===== src/rtl/proc_trace_monitor.sv =====
// Trace monitor for the MIPS core: logs register-tap changes into a FIFO,
// counts cycles/instructions and detects a stuck PC (halt).
module proc_trace_monitor #(
    parameter int NUM_WATCH   = 4,
    parameter int DEPTH       = 16,
    parameter int HALT_CYCLES = 8,
    parameter int CNT_W       = 32,
    localparam int IDW        = (NUM_WATCH > 1) ? $clog2(NUM_WATCH) : 1
) (
    input  logic                    CLK,
    input  logic                    Reset,
    input  logic                    in_valid,
    input  logic [31:0]             in_pc,
    input  logic [32*NUM_WATCH-1:0] in_regs,
    input  logic                    rd_ready,
    output logic                    rd_valid,
    output logic [32+IDW-1:0]       rd_data,
    output logic                    overflow,
    output logic                    halted,
    output logic [CNT_W-1:0]        cycle_count,
    output logic [CNT_W-1:0]        instr_count
);
    localparam int PW = $clog2(DEPTH);
    localparam int CW = $clog2(DEPTH + 1);
    localparam int RW = $clog2(HALT_CYCLES);
    localparam logic [RW-1:0] RUN_MAX = RW'(HALT_CYCLES - 1);

    typedef enum logic {ST_RUN, ST_HALTED} state_t;

    logic [31:0]      r_shadow [NUM_WATCH];
    logic [32+IDW-1:0] r_mem   [DEPTH];
    logic [PW-1:0]    r_wr_ptr, r_rd_ptr;
    logic [CW-1:0]    r_count;
    logic             r_overflow;
    state_t           r_state, w_state_nxt;
    logic [RW-1:0]    r_run, w_run_nxt;
    logic [31:0]      r_prev_pc;
    logic [CNT_W-1:0] r_cycles, r_instrs;

    logic             w_any;
    logic [IDW-1:0]   w_sel;
    logic [31:0]      w_val;
    logic             w_full, w_pop, w_push;

    // Scan from the top down so the lowest pending tap is the one left selected.
    always_comb begin
        w_any = 1'b0;
        w_sel = '0;
        w_val = '0;
        for (int unsigned i = NUM_WATCH; i > 0; i--) begin
            if (in_regs[32*(i-1) +: 32] != r_shadow[i-1]) begin
                w_any = 1'b1;
                w_sel = IDW'(i - 1);
                w_val = in_regs[32*(i-1) +: 32];
            end
        end
    end

    assign rd_valid = (r_count != '0);
    assign w_full   = (r_count == CW'(DEPTH));
    assign w_pop    = rd_valid && rd_ready;
    assign w_push   = w_any && (!w_full || w_pop);

    always_ff @(posedge CLK) begin
        if (w_push) r_mem[r_wr_ptr] <= {w_sel, w_val};
    end

    always_ff @(posedge CLK) begin
        if (Reset) begin
            r_wr_ptr   <= '0;
            r_rd_ptr   <= '0;
            r_count    <= '0;
            r_overflow <= 1'b0;
            for (int unsigned i = 0; i < NUM_WATCH; i++) r_shadow[i] <= '0;
        end else begin
            if (w_push) r_wr_ptr <= r_wr_ptr + PW'(1);
            if (w_pop)  r_rd_ptr <= r_rd_ptr + PW'(1);
            if (w_push && !w_pop)      r_count <= r_count + CW'(1);
            else if (!w_push && w_pop) r_count <= r_count - CW'(1);
            if (w_any && w_full && !w_pop) r_overflow <= 1'b1;
            for (int unsigned i = 0; i < NUM_WATCH; i++) begin
                if (w_push && w_sel == IDW'(i)) r_shadow[i] <= w_val;
            end
        end
    end

    always_comb begin
        w_state_nxt = r_state;
        w_run_nxt   = r_run;
        case (r_state)
            ST_RUN: begin
                if (in_valid) begin
                    if (in_pc == r_prev_pc) begin
                        if (r_run == RUN_MAX) w_state_nxt = ST_HALTED;
                        else                  w_run_nxt   = r_run + RW'(1);
                    end else begin
                        w_run_nxt = '0;
                    end
                end
            end
            ST_HALTED: w_state_nxt = ST_HALTED;
            default:   w_state_nxt = ST_RUN;
        endcase
    end

    always_ff @(posedge CLK) begin
        if (Reset) begin
            r_state   <= ST_RUN;
            r_run     <= '0;
            r_prev_pc <= '0;
            r_cycles  <= '0;
            r_instrs  <= '0;
        end else begin
            r_state <= w_state_nxt;
            r_run   <= w_run_nxt;
            if (in_valid) r_prev_pc <= in_pc;
            // The cycle that enters HALTED still counts; state is still RUN here.
            if (r_state != ST_HALTED) begin
                r_cycles <= r_cycles + CNT_W'(1);
                if (in_valid) r_instrs <= r_instrs + CNT_W'(1);
            end
        end
    end

    assign rd_data     = rd_valid ? r_mem[r_rd_ptr] : '0;
    assign overflow    = r_overflow;
    assign halted      = (r_state == ST_HALTED);
    assign cycle_count = r_cycles;
    assign instr_count = r_instrs;
endmodule


===== config.mk =====
export PLATFORM = sky130hd
export DESIGN_NAME = proc_trace_monitor
export DESIGN_NICKNAME = d
export VERILOG_FILES = /design/src/rtl/proc_trace_monitor.sv
export SDC_FILE = /design/constraint.sdc
export NUM_CORES = 1
export LEC_CHECK = 0
export BUFFER_PORTS_ARGS = -buffer_cell sky130_fd_sc_hd__buf_2
export CAP_MARGIN = 15
export CORE_ASPECT_RATIO = 0.7
export CORE_MARGIN = 5
export CORE_UTILIZATION = 45
export CTS_CLUSTER_SIZE = 40
export DETAILED_ROUTE_END_ITERATION = 10
export PLACE_DENSITY_LB_ADDON = 0.1
export SLEW_MARGIN = 20
export SYNTH_ARGS = -nofsm -noshare
export SYNTH_HDL_FRONTEND = slang
export SYNTH_SLANG_ARGS = --single-unit

===== constraint.sdc =====
create_clock -name CLK -period 7.58 [get_ports CLK]
set_clock_uncertainty 0.15 [all_clocks]
set_input_delay 0.758 -clock CLK [delete_from_list [all_inputs] [get_ports CLK]]
set_output_delay 0.758 -clock CLK [all_outputs]
set_load 0.02 [all_outputs]

==> reports/qor.yml <==
run_status:
  outcome: "finished, final reports clean"
job:
  cap_violations: 0
timing:
  min_period_over_period_pct: 66.03
  fmax_mhz: 199.8
  finalMaxSlewViolations: 0
  worst_pin_slew_ps: 1149
  rsz0062_at_grt: "false"
  finalCriticalPeriod_ps: 5005
  relSlewSlack_pct: 22.43
  tns_ps: 0
  finalSetupViolCount: 0
  hold_viol: 0
  hold_slack_ps: 248.0
final_layout:
  instances_no_fill: 3410
  drive_above_1_share_pct: 27.00
  multi_input_area_sq_um: 10280
  nNetsFinal: 2542
  postLayoutCoreUtil_pct: 52.51
  regArea_sq_um: 22550
  fillers: 6049
  syn_to_final_growth_pct: 15.56
floorplanning:
  die_w_microns: 335.4
  fp-row-count: 83
  initial_core_util_pct: 45.44
  dieArea_sq_um: 79760
  core_sq_um: 73420
  num_io_pins: 265
  fp.dieH_microns: 237.8
clocking:
  htreeDepth: 3
  cts_buffer_depth: 3
  clock_latency_ps: 630
  cts.clk_slew.worst_paths_ps: 60
  cts-hold-fix-buffers: 0
  postCtsResizedCells: 0
  cts_root_buf: "clkbuf_16"
  cts_tree: "built"
  cts_sinks: 790
  post_cts_buffers: 0
  cts_buffers: 78
setup_path:
  path_depth: 14
  path_cells: "xor2_1 > nor4_1 > nand4_1 > buf_4 > nor4_2 > a21oi_1 > ha_1 > inv_1 > ha_1 > a21o_1 > a21oi_1 > xnor2_1 > or3_1 > a21oi_1"
  worstPathRequired_ps: 7980
  reg2reg_depth: 14
  crit_top_cell: "a21oi_1"
  path_delay_family: "simple AND/OR/NAND/NOR gates"
  critPathLaunchType: "flop"
  arrival_ps: 5410
  worst_path_max_delay_cell: "nor4_2"
  worstSetupPathType: "flop to flop"
  crit_buf_inv: 2
  r2r_end: "r_count[4]$_SDFFE_PP0P_"
  worstSetupEndpoint: "r_count[4]$_SDFFE_PP0P_"
  regToRegSetupSlack_ps: 2570
  cp-startpoint: "r_shadow[2][29]$_SDFFCE_PN0P_"
  crit_path_end_kind: "flop"
  cpPeakStageDelay_ps: 570
  reg2reg_from: "r_shadow[2][29]$_SDFFCE_PN0P_"
  cp_max_fo: 21
synthesis:
  yosysUniqueCellTypes: 46
  synthesis.area_sq_um: 33360
  async_reset_ff_share_pct: 0
  postSynthAreaPerCell_sq_um: 16.16
  synth_nets: 2242
  synth_edf_count: 672
  syn_inst: 2064
  synth-seq-area-share_pct: 67.57
  ys.flop_type: "edfxtp_1"
  yosys_register_bits: 790
  ys.warnings.count: 0
drt:
  wl_per_cell_microns: 26.15
  vias: 19590
  ant_nets: 0
  drt_wl_total_microns: 89180
  drc: 0
  first_pass_iters: 6
  drt_iter0_drc: 1870
  vias_per_cell: 5.746
placement:
  hpwl_microns: 55450
  portBuffers: 264
  place_congestion: 0.8947
  dp_cells: 3261
worst_hold_path:
  worstHoldPathType: "primary input to flop"
grt:
  grt_pass1_wl_microns: 130700
  grt_start_max_net_pins: 137
  grt.overflow.total: 0
  grt_use_met3_pct: 4.980
  met2_usage_pct: 33.18
  first_global_vias: 19540
  busiest_layer: "met2"
  antenna_found_initial: 21
  use_met1_pct: 32.84
  grt_util_all_layers_pct: 21.99
power_and_ir_drop:
  powerDensity_nw_per_um2: 286.0
  vdd_drop_max_mv: 0.2315
  p_leak_nw: 13.45
  finalPower_mw: 11.02
[per-layer routing]
metal  routed length (microns)  share of wire (%)
met1                     40260                 45
met2                     40680                 46
met3                      6082                6.8
met4                      1962                2.2
met5                       187               0.21
[cell families after synthesis]
| logic type | synth area share [%] |
|---|---|
| DFF | 67.57 |
| and+or+nand+nor | 7.813 |
| xor gates and xnor gates | 5.829 |
| muxes | 12.72 |
| AOI/OAI and AO/OA | 3.612 |
| buffers and inverters | 1.909 |
| adders and majority gates | 0.5476 |
[cells in the mapped netlist, types with 2 or more instances]
| cell | instances | area share, % |
|---|---|---|
| xor2_1 | 189 | 5.0 |
| mux4_2 | 170 | 11 |
| nor2_1 | 151 | 1.7 |
| nand4_1 | 24 | 0.45 |
| nor2b_1 | 9 | 0.17 |
| a22oi_1 | 2 | 0.045 |
| buf_1 | 8 | 0.090 |
| o21bai_1 | 32 | 0.72 |
| o41ai_1 | 33 | 0.87 |
| buf_2 | 14 | 0.21 |
| nand3_1 | 21 | 0.32 |
| o21ai_0 | 42 | 0.63 |
| inv_1 | 45 | 0.51 |
| xnor2_1 | 33 | 0.87 |
| mux2i_1 | 38 | 1.1 |
| and4_1 | 8 | 0.21 |
| and2_1 | 74 | 1.4 |
| buf_6 | 4 | 0.14 |
| o311a_1 | 32 | 0.96 |
| edfxtp_1 | 672 | 60 |
| a21oi_1 | 17 | 0.26 |
| nor4_1 | 48 | 0.90 |
| or3_1 | 8 | 0.15 |
| nand2_1 | 25 | 0.28 |
| mux2_1 | 2 | 0.068 |
| a21o_1 | 2 | 0.045 |
| nor3_1 | 109 | 1.6 |
| clkbuf_1 | 86 | 0.97 |
| dfxtp_1 | 118 | 7.1 |
| and3_1 | 20 | 0.38 |
| ha_1 | 13 | 0.49 |
[layout make-up]
class	count	area share, %
well taps	977	3.171
multi-input cells	1117	26.68
repair buffers	332	4.823
clock inverters	47	0.9542
diodes	7	0.04544
flip-flops and latches	790	58.50
inverters	45	0.4382
clock buffers	95	5.391
[placed cells by master (no fill, tap or decap), types with 13 or more instances in the layout]
cell type | Yosys | routed
dfxtp_1 | 118 | 114
o311a_1 | 32 | 32
edfxtp_1 | 672 | 672
o21ai_0 | 42 | 41
nand2_1 | 25 | 25
xnor2_1 | 33 | 33
nor2_1 | 151 | 139
a21oi_1 | 17 | 17
clkinv_2 | 0 | 14
o21bai_1 | 32 | 32
nor3_1 | 109 | 108
and2_1 | 74 | 70
nand4_1 | 24 | 24
nor4_1 | 48 | 47
nand3_1 | 21 | 21
ha_1 | 13 | 13
xor2_1 | 189 | 189
inv_1 | 45 | 45
clkbuf_1 | 86 | 13
mux2i_1 | 38 | 38
buf_4 | 0 | 67
clkinv_1 | 0 | 20
o41ai_1 | 33 | 29
mux4_2 | 170 | 170
clkbuf_16 | 0 | 80
buf_2 | 14 | 263
[how the worst min path moves through the flow]
stage                            endpoint  cells past startpoint                startpoint
3_5_place_dp        overflow$_SDFFE_PP0P_                      1     overflow$_SDFFE_PP0P_
3_3_place_gp        overflow$_SDFFE_PP0P_                      1     overflow$_SDFFE_PP0P_
2_1_floorplan                        flop                      2  r_rd_ptr[3]$_SDFFE_PP0N_
6_report       r_prev_pc[27]$_SDFFE_PP0P_                      3                 in_pc[27]
4_1_cts        r_prev_pc[29]$_SDFFE_PP0P_                      3                 in_pc[29]
5_1_grt        r_prev_pc[12]$_SDFFE_PP0P_                      3                 in_pc[12]
[power by group]
group / switching [mW] / total [mW] / leakage [nW] / internal (mW)
sequential: 0.144 / 5.12 / 7.21 / 4.98
clock: 1.63 / 3.76 / 1.20 / 2.12
combinational: 1.16 / 2.14 / 5.05 / 0.985
total: 2.94 / 11.0 / 13.5 / 8.09
[sequential cells by signal (all words and copies together), names as in the netlist, named ones only]
name / count
r_mem: 544
r_shadow: 128
cycle_count: 32
instr_count: 32
r_prev_pc: 32
r_count: 5
r_rd_ptr: 4
r_wr_ptr: 4
r_run: 3
halted: 1
overflow: 1
[per-stage QoR]
stage / cell area [sq um] / setup slack, ps
finish: 38550 / 2575
global route: 38540 / 2374
CTS: 38490 / 2625
detailed placement: 36040 / 2163
global placement: 36040 / 2326
floorplan: 33360 / 1761
[worst reg2reg max path, cell delays in order (launching register included)]
cell and delay (ps):
edfxtp_1 380, xor2_1 190, nor4_1 530, nand4_1 520
buf_4 390, nor4_2 580, a21oi_1 470, ha_1 400
inv_1 140, ha_1 290, a21o_1 190, a21oi_1 170
xnor2_1 90, or3_1 300, a21oi_1 130
No activity file was read; power rests on OpenSTA's default activity.
